[config.mk]
export PLATFORM = sky130hd
export DESIGN_NAME = instr_sequencer_flat
export DESIGN_NICKNAME = d
export VERILOG_FILES = /design/src/rtl/instr_sequencer_if.sv /design/src/rtl/instr_sequencer.sv /design/src/flat_wrapper.sv
export SDC_FILE = /design/constraint.sdc
export NUM_CORES = 1
export LEC_CHECK = 0
export BUFFER_PORTS_ARGS = -buffer_cell sky130_fd_sc_hd__buf_4
export CAP_MARGIN = 20
export CELL_PAD_IN_SITES_DETAIL_PLACEMENT = 0
export CELL_PAD_IN_SITES_GLOBAL_PLACEMENT = 1
export CORE_ASPECT_RATIO = 1.4
export CORE_MARGIN = 10
export CORE_UTILIZATION = 40
export DETAILED_ROUTE_END_ITERATION = 12
export PLACE_DENSITY_LB_ADDON = 0.1
export SLEW_MARGIN = 20
export SYNTH_ARGS = -nofsm -noshare
export SYNTH_HDL_FRONTEND = slang
export SYNTH_SLANG_ARGS = --single-unit
[constraint.sdc]
create_clock -name clk -period 2.1 [get_ports clk]
set_input_delay 0.105 -clock clk [delete_from_list [all_inputs] [get_ports clk]]
set_output_delay 0.105 -clock clk [all_outputs]
set_load 0.02 [all_outputs]
[src/rtl/instr_sequencer_if.sv]
// Bundle of sequencer connections to the ROM, decode unit, branch LUT, data memory
// and the start/done program handshake.
interface instr_sequencer_if #(
  parameter int PC_W  = 10,
  parameter int CYC_W = 16
);
  logic             start;
  logic             done;
  logic [PC_W-1:0]  pc;
  logic [8:0]       instr;
  logic [8:0]       ir;
  logic             halt;
  logic             branch_en;
  logic             mem_read;
  logic             mem_write;
  logic [PC_W-1:0]  target;
  logic             exec_en;
  logic             mem_req;
  logic             mem_ack;
  logic [CYC_W-1:0] cycle_count;

  modport master (
    input  start, instr, halt, branch_en, mem_read, mem_write, target, mem_ack,
    output done, pc, ir, exec_en, mem_req, cycle_count
  );

  modport slave (
    output start, instr, halt, branch_en, mem_read, mem_write, target, mem_ack,
    input  done, pc, ir, exec_en, mem_req, cycle_count
  );
endinterface

[src/rtl/instr_sequencer.sv]
// Multi-cycle fetch/decode/execute sequencer: owns pc and ir, qualifies commits with
// exec_en and stalls on the data-memory request/acknowledge handshake.
module instr_sequencer #(
  parameter int PC_W  = 10,
  parameter int CYC_W = 16
) (
  input logic                clk,
  input logic                reset,
  instr_sequencer_if.master  bus
);

  typedef enum logic [2:0] {
    ST_IDLE,
    ST_FETCH,
    ST_DECODE,
    ST_EXEC,
    ST_MEM_WAIT,
    ST_DONE
  } state_t;

  state_t           state;
  logic [PC_W-1:0]  pc_q;
  logic [8:0]       ir_q;
  logic             done_q;
  logic [CYC_W-1:0] cyc_q;

  logic             mem_op;
  logic [PC_W-1:0]  pc_inc;
  logic [CYC_W-1:0] cyc_next;
  logic             exec_en;
  logic             mem_req;

  assign mem_op   = bus.mem_read | bus.mem_write;
  assign pc_inc   = pc_q + PC_W'(1);
  assign cyc_next = (cyc_q == '1) ? cyc_q : cyc_q + CYC_W'(1);

  // Handshake qualifiers follow the state directly so a reset drops them at once.
  always_comb begin
    exec_en = 1'b0;
    mem_req = 1'b0;
    case (state)
      ST_EXEC: begin
        if (!bus.halt) begin
          if (mem_op) begin
            mem_req = 1'b1;
            exec_en = bus.mem_ack;
          end else begin
            exec_en = 1'b1;
          end
        end
      end
      ST_MEM_WAIT: begin
        mem_req = 1'b1;
        exec_en = bus.mem_ack;
      end
      default: begin
        exec_en = 1'b0;
        mem_req = 1'b0;
      end
    endcase
  end

  always_ff @(posedge clk or posedge reset) begin
    if (reset) begin
      state  <= ST_IDLE;
      pc_q   <= '0;
      ir_q   <= '0;
      done_q <= 1'b0;
      cyc_q  <= '0;
    end else begin
      case (state)
        ST_IDLE: begin
          if (bus.start) begin
            state <= ST_FETCH;
            pc_q  <= '0;
            cyc_q <= '0;
          end
        end
        ST_FETCH: begin
          cyc_q <= cyc_next;
          state <= ST_DECODE;
        end
        ST_DECODE: begin
          cyc_q <= cyc_next;
          ir_q  <= bus.instr;
          state <= ST_EXEC;
        end
        // Priority is halt, then memory access, then branch or plain ALU step.
        ST_EXEC: begin
          cyc_q <= cyc_next;
          if (bus.halt) begin
            done_q <= 1'b1;
            state  <= ST_DONE;
          end else if (mem_op) begin
            if (bus.mem_ack) begin
              pc_q  <= pc_inc;
              state <= ST_FETCH;
            end else begin
              state <= ST_MEM_WAIT;
            end
          end else begin
            pc_q  <= bus.branch_en ? bus.target : pc_inc;
            state <= ST_FETCH;
          end
        end
        ST_MEM_WAIT: begin
          cyc_q <= cyc_next;
          if (bus.mem_ack) begin
            pc_q  <= pc_inc;
            state <= ST_FETCH;
          end
        end
        ST_DONE: begin
          if (bus.start) begin
            pc_q   <= '0;
            cyc_q  <= '0;
            done_q <= 1'b0;
            state  <= ST_FETCH;
          end
        end
        default: state <= ST_IDLE;
      endcase
    end
  end

  assign bus.pc          = pc_q;
  assign bus.ir          = ir_q;
  assign bus.done        = done_q;
  assign bus.cycle_count = cyc_q;
  assign bus.exec_en     = exec_en;
  assign bus.mem_req     = mem_req;

endmodule
[src/flat_wrapper.sv]
// flat-port wrapper written by rule: the top's interface ports become plain ports
module instr_sequencer_flat 
#(
  parameter int PC_W  = 10,
  parameter int CYC_W = 16
)
  (clk, reset, bus_start, bus_instr, bus_halt, bus_branch_en, bus_mem_read, bus_mem_write, bus_target, bus_mem_ack, bus_done, bus_pc, bus_ir, bus_exec_en, bus_mem_req, bus_cycle_count);
  instr_sequencer_if #(.PC_W(PC_W), .CYC_W(CYC_W)) bus_i ();
  input logic clk;
  input logic reset;
  input wire logic [$bits(bus_i.start)-1:0] bus_start;
  input wire logic [$bits(bus_i.instr)-1:0] bus_instr;
  input wire logic [$bits(bus_i.halt)-1:0] bus_halt;
  input wire logic [$bits(bus_i.branch_en)-1:0] bus_branch_en;
  input wire logic [$bits(bus_i.mem_read)-1:0] bus_mem_read;
  input wire logic [$bits(bus_i.mem_write)-1:0] bus_mem_write;
  input wire logic [$bits(bus_i.target)-1:0] bus_target;
  input wire logic [$bits(bus_i.mem_ack)-1:0] bus_mem_ack;
  output wire logic [$bits(bus_i.done)-1:0] bus_done;
  output wire logic [$bits(bus_i.pc)-1:0] bus_pc;
  output wire logic [$bits(bus_i.ir)-1:0] bus_ir;
  output wire logic [$bits(bus_i.exec_en)-1:0] bus_exec_en;
  output wire logic [$bits(bus_i.mem_req)-1:0] bus_mem_req;
  output wire logic [$bits(bus_i.cycle_count)-1:0] bus_cycle_count;
  assign bus_i.start = bus_start;
  assign bus_i.instr = bus_instr;
  assign bus_i.halt = bus_halt;
  assign bus_i.branch_en = bus_branch_en;
  assign bus_i.mem_read = bus_mem_read;
  assign bus_i.mem_write = bus_mem_write;
  assign bus_i.target = bus_target;
  assign bus_i.mem_ack = bus_mem_ack;
  assign bus_done = bus_i.done;
  assign bus_pc = bus_i.pc;
  assign bus_ir = bus_i.ir;
  assign bus_exec_en = bus_i.exec_en;
  assign bus_mem_req = bus_i.mem_req;
  assign bus_cycle_count = bus_i.cycle_count;
  instr_sequencer #(.PC_W(PC_W), .CYC_W(CYC_W)) u_core (.clk(clk), .reset(reset), .bus(bus_i));
endmodule
==> results of run 1 <==
==> final cells by class <==
type	instances	share of cell area (%)
Clock buffer	5	2.03
Clock inverter	3	2.00
Inverter	9	0.998
Multi-Input combinational cell	237	45.7
Sequential cell	39	28.8
Tap cell	72	2.66
Timing Repair Buffer	80	17.8
==> flip-flops by register name, summed over array words and instances (netlist names) <==
name,cells
u_core.bus.pc,10
u_core.bus.cycle_count,16
u_core.state,3
u_core.bus.ir,9
u_core.bus.done,1
==> report_power, final <==
group	switching [mW]	internal (mW)	leakage (nW)	total, mW
Combinational	1.40	1.10	0.913	2.50
Clock	0.296	0.474	0.0644	0.770
Sequential	0.331	0.996	0.500	1.33
==> layer usage <==
metal  vias up  track usage, %  routed length, microns
met3        22            3.93                     429
li1       1253               -                       -
met2        74            27.3                    3940
met5         -               0                       0
met1      1207            16.0                    2990
met4         0            5.51                     203
==> worst max-delay path, cell delays in order (launching register included) <==
cell	delay [ps]
dfrtp_1	490
buf_4	210
nor2_1	80
nand2_1	230
o21ai_0	260
buf_4	170
==> Yosys cell counts (all sizes together), types with 4 or more instances <==
| cell | number | area, sq um |
|---|---|---|
| and3 | 5 | 31.3 |
| mux2 | 10 | 113 |
| a31oi | 5 | 31.3 |
| nand3 | 17 | 103 |
| nand4 | 4 | 25.0 |
| nand2 | 36 | 135 |
| nor2b | 4 | 27.5 |
| mux2i | 6 | 60.1 |
| nor3 | 8 | 45.0 |
| xnor2 | 9 | 78.8 |
| dfrtp | 39 | 976 |
| inv | 8 | 30.0 |
| and4 | 4 | 35.0 |
| o31ai | 5 | 37.5 |
| a21oi | 11 | 55.1 |
| nor2 | 23 | 88.8 |
| and2 | 4 | 26.3 |
| o21ai | 34 | 178 |
| o211ai | 5 | 37.5 |
| buf | 11 | 72.6 |
==> worst min-delay path by stage <==
stage | startpoint | endpoint | slack [ps] | cells after the start
floorplan | bus_instr[0] | u_core.bus.ir[0] | 260 | 1
global placement | reset | u_core.bus.pc[5] | 280 | 3
detailed placement | reset | u_core.bus.ir[8] | 280 | 3
CTS | bus_instr[3] | u_core.bus.ir[3] | 30 | 2
global route | bus_instr[3] | u_core.bus.ir[3] | 20 | 2
finish | bus_instr[3] | u_core.bus.ir[3] | 40 | 2
==> stage by stage <==
| step | instance area [sq um] | utilization [%] | total power, mW |
|---|---|---|---|
| 6_report | 3390 | 53.8 | 4.60 |
| 5_1_grt | 3390 | 53.8 | 4.94 |
| 4_1_cts | 3390 | 53.8 | 4.63 |
| 3_5_place_dp | 3240 | 51.5 | 3.86 |
| 3_3_place_gp | 3240 | 51.5 | 3.84 |
| 2_1_floorplan | 2640 | - | 2.97 |
==> cells by family after synthesis <==
family | Yosys count | synth area share (%)
xor gates and xnor gates | 11 | 3.65
DFF | 39 | 37.0
adders and majority gates | 2 | 0.949
buffers and inverters | 22 | 4.32
AOI/OAI and AO/OA | 84 | 22.0
and+or+nand+nor | 124 | 25.5
muxes | 16 | 6.55
==> run_results.csv, run 1 <==
group,metric,value,unit
global_routing,antenna_found_initial,0,
clocking,cts_inserted_buffers,5,
setup_path,cp.arrival,1740,ps
clocking,htreeDepth,2,
finish,fillers,622,
clocking,hold_buffers,1,
finish,antenna_cells,0,
finish,seqCellArea,976,sq um
floorplan,dieArea,0.0103,sq mm
route,finalWirelength,7.56,mm
setup_path,critical_path_class,"flip-flop to output port",
place,placed_cells,436,
sta,hold_viol,0,
yosys,synth_flop_cell,"dfrtp_1",
sta,relSlewSlack,60.8,%
setup_path,start_kind,"flip-flop",
place,pre_cts_ws,244,ps
route,drc,0,
yosys,syn_nets,327,
yosys,ys_ff_latch,39,
sta,slew_violations,0,
route,dr_total_vias,2556,
route,drtIter0Drc,70,
floorplan,coreArea,0.00630,sq mm
worst_hold_path,hp-class,"primary input to flip-flop",
yosys,synth_seq_area_share,37.0,%
clocking,clk_root_buffer_cell,"clkbuf_8",
pwr,p_leak,1.48,nW
floorplan,die_y,116,microns
sta,min_period,1850,ps
finish,multiInputGateArea,0.00155,sq mm
sta,tns,0,ps
floorplan,rows,34,
yosys,synth.distinct_cells,66,
setup_path,r2r_slack,260,ps
sta,timing.final.crit_share,88.0,%
finish,layout_commonest_cell,"buf_4",
setup_path,crit_path_start,"u_core.state[1]",
setup_path,cp.required,2000,ps
finish,final_cells,445,
floorplan,io_pins,65,
route,dr.pass1.iters,4,
finish,final_cell_mix,"buf_4, dfrtp_1, nand2_1, o21ai_0, nor2_1",
clocking,clk_latency,290,ps
place,port_buffers,64,
clocking,path_clk_slew,80,ps
yosys,synth_area_per_cell,8.85,sq um
job,maxCapViolations,0,
clocking,cts.path.max_buffers,2,
route,drtAntennaViolNets,0,
place,dp_hpwl,5.80,mm
finish,nets,401,
global_routing,grt_pass1_vias,2561,
sta,hold_ws,41.5,ps
finish,area_growth,28.4,%
route,wire_per_inst,17.0,microns
floorplan,die_w,88.6,microns
yosys,netlist_instances,298,
clocking,cts_tree,"yes",
setup_path,rr_startpoint,"u_core.state[0]",
place,gp_congestion,0.816,
setup_path,r2r-end,"u_core.bus.cycle_count[15]",
status,status,"completed",
sta,clock_skew,5.81,ps
yosys,synthArstFlopShare,100,%
setup_path,crit_end,"bus_exec_en",
sta,rsz0062_at_grt,"no",
sta,setup_violations,0,
global_routing,grt_pass1_wl,12.2,mm
yosys,synthesis.area,0.00264,sq mm
route,vias_per_cell,5.74,
floorplan,initial_utilization,41.9,%
sta,max_freq,541,MHz
clocking,cts.sinks,39,
clocking,cts_resized,0,
sta,worst-slew-pin-transition,582,ps
sta,fin_ws,252,ps
setup_path,cp_max_fo,9,
global_routing,grt_usage,15.0,%
pwr,vdd_drop_max,0.546,mV
global_routing,grt_max_degree,40,
finish,drive_gt1_share,31.1,%
clocking,post_cts.repair.setup_buffers,0,
global_routing,overflow,0,
yosys,yosysWarnings,0,
setup_path,endpoint_kind,"output port",
setup_path,ff2ff_path_depth,6,
pwr,power.density,1360,mW/mm^2
yosys,synth_edf_count,0,
(Power assumes the default switching activity.)
==> run 2, diff against run 1 <==
--- a/config.mk
+++ b/config.mk
@@ -5,13 +5,14 @@
 export SDC_FILE = /design/constraint.sdc
 export NUM_CORES = 1
 export LEC_CHECK = 0
+export ABC_AREA = 1
 export BUFFER_PORTS_ARGS = -buffer_cell sky130_fd_sc_hd__buf_4
 export CAP_MARGIN = 20
 export CELL_PAD_IN_SITES_DETAIL_PLACEMENT = 0
 export CELL_PAD_IN_SITES_GLOBAL_PLACEMENT = 1
 export CORE_ASPECT_RATIO = 1.4
 export CORE_MARGIN = 10
-export CORE_UTILIZATION = 40
+export CORE_UTILIZATION = 38
 export DETAILED_ROUTE_END_ITERATION = 12
 export PLACE_DENSITY_LB_ADDON = 0.1
 export SLEW_MARGIN = 20
==> run_results.csv, run 2 <==
group,metric,value,unit
finish,antenna_cells,0,
clocking,clk_root_buffer_cell,"clkbuf_8",
setup_path,cp.required,2000,ps
sta,relSlewSlack,63.0,%
clocking,cts.sinks,39,
yosys,netlist_instances,375,
pwr,power.density,1320,mW/mm^2
floorplan,dieArea,0.0109,sq mm
yosys,synthArstFlopShare,100,%
yosys,syn_nets,404,
yosys,synth_area_per_cell,7.21,sq um
clocking,clk_latency,290,ps
finish,layout_commonest_cell,"nand2_1",
setup_path,cp_max_fo,8,
finish,nets,476,
clocking,cts.path.max_buffers,2,
yosys,synthesis.area,0.00270,sq mm
yosys,synth.distinct_cells,39,
setup_path,cp.arrival,1760,ps
setup_path,rr_startpoint,"u_core.bus.cycle_count[0]",
worst_hold_path,holdCritStartpoint,"bus_instr[2]",
pwr,p_sw,2.23,mW
yosys,yosysWarnings,0,
sta,rsz0062_at_grt,"no",
status,status,"completed",
sta,clock_skew,3.00,ps
pwr,p_int,2.28,mW
floorplan,io_pins,65,
setup_path,start_kind,"flip-flop",
pwr,vdd_drop_max,0.553,mV
sta,setup_violations,0,
global_routing,antenna_found_initial,0,
pwr,p_leak,1.65,nW
finish,largest_register_ffs,16,
route,dr.pass1.iters,4,
route,vias_per_cell,4.96,
global_routing,grt_pass1_wl,13.1,mm
route,drc,0,
job,maxCapViolations,0,
finish,final_cell_mix,"nand2_1, buf_4, nand3_1, dfrtp_1, inv_1",
yosys,synth_edf_count,0,
route,drtIter0Drc,87,
global_routing,grt_max_degree,20,
floorplan,rows,36,
setup_path,endpoint_kind,"output port",
sta,min_period,1870,ps
route,drtAntennaViolNets,0,
pwr,combPwrFrac,58.5,%
clocking,htreeDepth,2,
sta,max_freq,536,MHz
yosys,netlist.area_leader.share,36.1,%
sta,timing.final.crit_share,88.8,%
route,finalWirelength,7.82,mm
finish,area_growth,26.2,%
sta,worst-slew-pin-transition,554,ps
finish,fillers,761,
sta,tns,0,ps
clocking,cts_inserted_buffers,5,
pwr,p_clk_share,11.9,%
sta,hold_viol,0,
global_routing,overflow,0,
clocking,cts_tree,"yes",
setup_path,critical_path_class,"flip-flop to output port",
yosys,synth_common_cells,"nand2_1, nand3_1, dfrtp_1, inv_1, nor2_1",
global_routing,grt_usage,14.4,%
clocking,path_clk_slew,90,ps
worst_hold_path,hp-class,"primary input to flip-flop",
floorplan,initial_utilization,39.0,%
yosys,synth_flop_cell,"dfrtp_1",
yosys,synth_seq_area_share,36.1,%
place,dp_hpwl,6.15,mm
yosys,ys_ff_latch,39,
floorplan,coreArea,0.00694,sq mm
yosys,yosysMostFrequentCell,"nand2_1",
pwr,seq_power_share,29.6,%
pwr,sw_frac_of_total,49.4,%
finish,drive_gt1_share,26.3,%
setup_path,ff2ff_path_depth,9,
route,wire_per_inst,14.4,microns
place,gp_congestion,0.821,
worst_hold_path,hold_depth,2,
finish,multiInputGateArea,0.00149,sq mm
place,port_buffers,64,
global_routing,grt_pass1_vias,2708,
route,dr_total_vias,2694,
sta,slew_violations,0,
floorplan,die_w,91.3,microns
finish,seqCellArea,976,sq um
setup_path,crit_path_start,"u_core.state[1]",
finish,fin_util,49.2,%
yosys,yosys.area.top_type,"dfrtp_1",
yosys,yosys-top-cells-area,"dfrtp_1, nand2_1, nand3_1, inv_1, nor2_1",
floorplan,die_y,120,microns
==> run 2: changes by cell type after synthesis, moves of 6 or more <==
cell / change
inv_1: +29
nand2_1: +60
xnor2_1: -6
nor2_1: +10
xor2_1: +8
nand3_1: +38
mux2i_1: -6
==> run 2: logic make-up after synthesis <==
group           Yosys count  synth area share (%)
fa+ha+maj                 2                 0.925
flops                    39                  36.1
simple gates            207                  34.4
compound gates           52                  11.8
buf+inv                  53                  8.75
xor+xnor                 13                  4.21
mux                       9                  3.75
==> run 2: per-layer routing <==
| layer | wire [microns] | track usage [%] | up-vias |
|---|---|---|---|
| met1 | 3250 | 15.4 | 1260 |
| met2 | 4200 | 27.1 | 53 |
| met5 | 0 | 0 | - |
| li1 | - | - | 1374 |
| met4 | 90 | 4.72 | 0 |
| met3 | 281 | 3.12 | 7 |
==> run 2: worst paths after layout <==
path                                         endpoint  slack, ps
hold / removal                       u_core.bus.ir[2]         30
max in group asynchronous   u_core.bus.cycle_count[3]       1080
hold reg to reg                      u_core.bus.ir[6]        510
setup reg to reg            u_core.bus.cycle_count[1]        270
setup / recovery                          bus_exec_en        230
min in group asynchronous  u_core.bus.cycle_count[11]        410
==> run 2: area by class of cell <==
cell class | instances | area share (%)
Clock buffer | 5 | 2.02
Clock inverter | 3 | 0.696
Inverter | 44 | 5.17
Multi-Input combinational cell | 283 | 43.7
Sequential cell | 39 | 28.6
Tap cell | 95 | 3.48
Timing Repair Buffer | 74 | 16.3
==> run 2: power by group through the flow <==
stage,Sequential (mW),Clock [mW],Combinational [mW]
finish,1.33,0.534,2.64
global route,1.38,0.577,2.98
CTS,1.34,0.551,2.67
detailed placement,1.35,0,2.67
global placement,1.34,0,2.64
floorplan,1.57,0,1.63
==> run 2: through the flow <==
step / power (mW) / hold slack [ps] / instance area, sq um / setup WS (ps) / cells
3_3_place_gp: 3.98 / 184 / 3290 / 332 / 532
3_5_place_dp: 4.02 / 204 / 3290 / 256 / 532
6_report: 4.50 / 32.9 / 3410 / 234 / 543
5_1_grt: 4.93 / 21.4 / 3410 / 30.7 / 543
2_1_floorplan: 3.20 / 256 / 2700 / 256 / 375
4_1_cts: 4.56 / 22.6 / 3390 / 162 / 541
==> run 2: what timing repair did <==
item,CTS,global route
setup buffers,0,2
endpoints found under the setup margin,0,1
resized for setup,0,1
hold buffers,1,0
endpoints found under the hold margin,11,0
==> run 2: critical path: stages, from the launching register on <==
cell and delay (ps):
dfrtp_1 430, nor2_1 180, nand2_1 230, clkinvlp_4 240, nand2_1 70, a21oi_1 150
buf_4 160
==> run 3, diff against run 2 <==
--- a/config.mk
+++ b/config.mk
@@ -14,7 +14,7 @@
 export CORE_MARGIN = 10
 export CORE_UTILIZATION = 38
 export DETAILED_ROUTE_END_ITERATION = 12
-export PLACE_DENSITY_LB_ADDON = 0.1
+export PLACE_DENSITY = 0.85
 export SLEW_MARGIN = 20
 export SYNTH_ARGS = -nofsm -noshare
 export SYNTH_HDL_FRONTEND = slang
==> run_results.csv, run 3 (synthesis results as in run 2) <==
group,metric,value,unit
floorplan,coreArea,0.00694,sq mm
setup_path,critical_path_class,"flip-flop to output port",
floorplan,dieArea,0.0109,sq mm
setup_path,crit_end,"bus_exec_en",
route,dr.pass1.iters,4,
finish,fillers,739,
global_routing,grt_max_degree,40,
place,dp_hpwl,5.88,mm
floorplan,initial_utilization,39.0,%
global_routing,grt_pass1_vias,2779,
setup_path,endpoint_kind,"output port",
clocking,post_cts.repair.setup_buffers,0,
place,port_buffers,64,
floorplan,die_y,120,microns
route,vias_per_cell,5.01,
setup_path,cp_max_fo,10,
global_routing,met3_usage,3.43,%
route,finalWirelength,7.80,mm
pwr,power.density,1330,mW/mm^2
sta,timing.final.crit_share,92.4,%
setup_path,r2r_slack,330,ps
clocking,cts_inserted_buffers,5,
setup_path,r2r-end,"u_core.bus.cycle_count[6]",
clocking,htreeDepth,2,
sta,max_freq,516,MHz
finish,drive_gt1_share,25.5,%
floorplan,rows,36,
setup_path,rr_startpoint,"u_core.bus.cycle_count[0]",
finish,antenna_cells,0,
job,maxCapViolations,0,
clocking,path_clk_slew,80,ps
finish,area_growth,24.8,%
clocking,clk_root_buffer_cell,"clkbuf_8",
global_routing,gr-max-usage-layer,"met2",
finish,nets,472,
route,drc,0,
finish,final_cells,539,
setup_path,cp.arrival,1830,ps
place,placed_cells,530,
clocking,cts.sinks,39,
route,dr_total_vias,2698,
sta,relSlewSlack,64.6,%
floorplan,die_w,91.3,microns
setup_path,crit_path_start,"u_core.state[1]",
setup_path,start_kind,"flip-flop",
global_routing,met2_usage,26.1,%
sta,clock_skew,3.59,ps
sta,tns,0,ps
pwr,vdd_drop_max,0.574,mV
sta,hold_viol,0,
place,gp_congestion,0.856,
finish,final_cell_mix,"nand2_1, buf_4, nand3_1, dfrtp_1, inv_1",
route,drtIter0Drc,103,
sta,min_period,1940,ps
sta,slew_violations,0,
global_routing,grt_usage,14.5,%
sta,worst-slew-pin-transition,532,ps
global_routing,antenna_found_initial,0,
sta,rsz0062_at_grt,"no",
clocking,cts_tree,"yes",
setup_path,ff2ff_path_depth,9,
route,drtAntennaViolNets,0,
finish,largest_register_ffs,16,
worst_hold_path,hp-class,"primary input to flip-flop",
clocking,cts.path.max_buffers,2,
sta,setup_violations,0,
finish,layout_commonest_cell,"nand2_1",
global_routing,grtUsageMet1,16.6,%
pwr,p_leak,1.63,nW
status,status,"completed",
setup_path,cp.required,2000,ps
floorplan,io_pins,65,
global_routing,overflow,0,
clocking,clk_latency,290,ps
route,wire_per_inst,14.5,microns
global_routing,grt_pass1_wl,13.3,mm
run 3: changes by cell type in the layout (fill, tap and decap cells not counted), sizes merged:
cell      delta
clkinv       +2
buf          -4
inv          -1
clkinvlp     -1
run 3: how the worst min path moves through the flow:
stage,start,to,slack [ps],cells past startpoint
after floorplan,bus_instr[0],u_core.bus.ir[0],260,1
after global placement,reset,u_core.bus.ir[3],280,3
after detailed placement,reset,u_core.bus.ir[4],280,3
after CTS,bus_instr[7],u_core.bus.ir[7],30,2
after global routing,bus_instr[6],u_core.bus.ir[6],20,2
final,bus_instr[7],u_core.bus.ir[7],40,2
run 3: per-layer routing:
metal  up-vias  routed length [microns]
met3         5                      420
li1       1370                        -
met5         -                        0
met2        71                     3910
met1      1252                     3410
met4         0                       57
run 3: layout make-up:
class | count | area [sq um] | share of cell area, %
repair buffers | 70 | 528 | 15.6
inverters | 44 | 173 | 5.11
clock buffers | 5 | 68.8 | 2.04
multi-input cells | 283 | 1490 | 44.2
flip-flops and latches | 39 | 976 | 28.9
well taps | 95 | 119 | 3.52
clock inverters | 3 | 20.0 | 0.593
run 3: where the power goes:
part	total (mW)	internal [mW]	switching, mW
registers	1.33	1.03	0.303
clock network	0.526	0.232	0.294
logic	2.62	0.999	1.62
total	4.48	2.26	2.22
run 3: what timing repair did:
action                                 CTS  global route
resized for setup                        0             0
endpoints found under the hold margin   39             0
hold buffers                             1             0
run 3: stage by stage:
| step | hold WS, ps | power (mW) | setup WS (ps) | util, % | cell area [sq um] |
|---|---|---|---|---|---|
| after global routing | 23.2 | 4.92 | 9.36 | 48.7 | 3380 |
| final | 36.2 | 4.48 | 160 | 48.7 | 3380 |
| after global placement | 275 | 3.94 | 359 | 47.2 | 3280 |
| after detailed placement | 281 | 3.99 | 327 | 47.2 | 3280 |
| after CTS | 29.5 | 4.54 | 173 | 48.7 | 3380 |
| after floorplan | 256 | 3.20 | 256 | - | 2700 |
run 3: critical path, cell delays in order (launching register included):
cell	delay, ps
dfrtp_1	450
nor2_1	180
nand2_1	210
clkinv_1	270
nand2_1	80
a21oi_1	180
buf_4	170
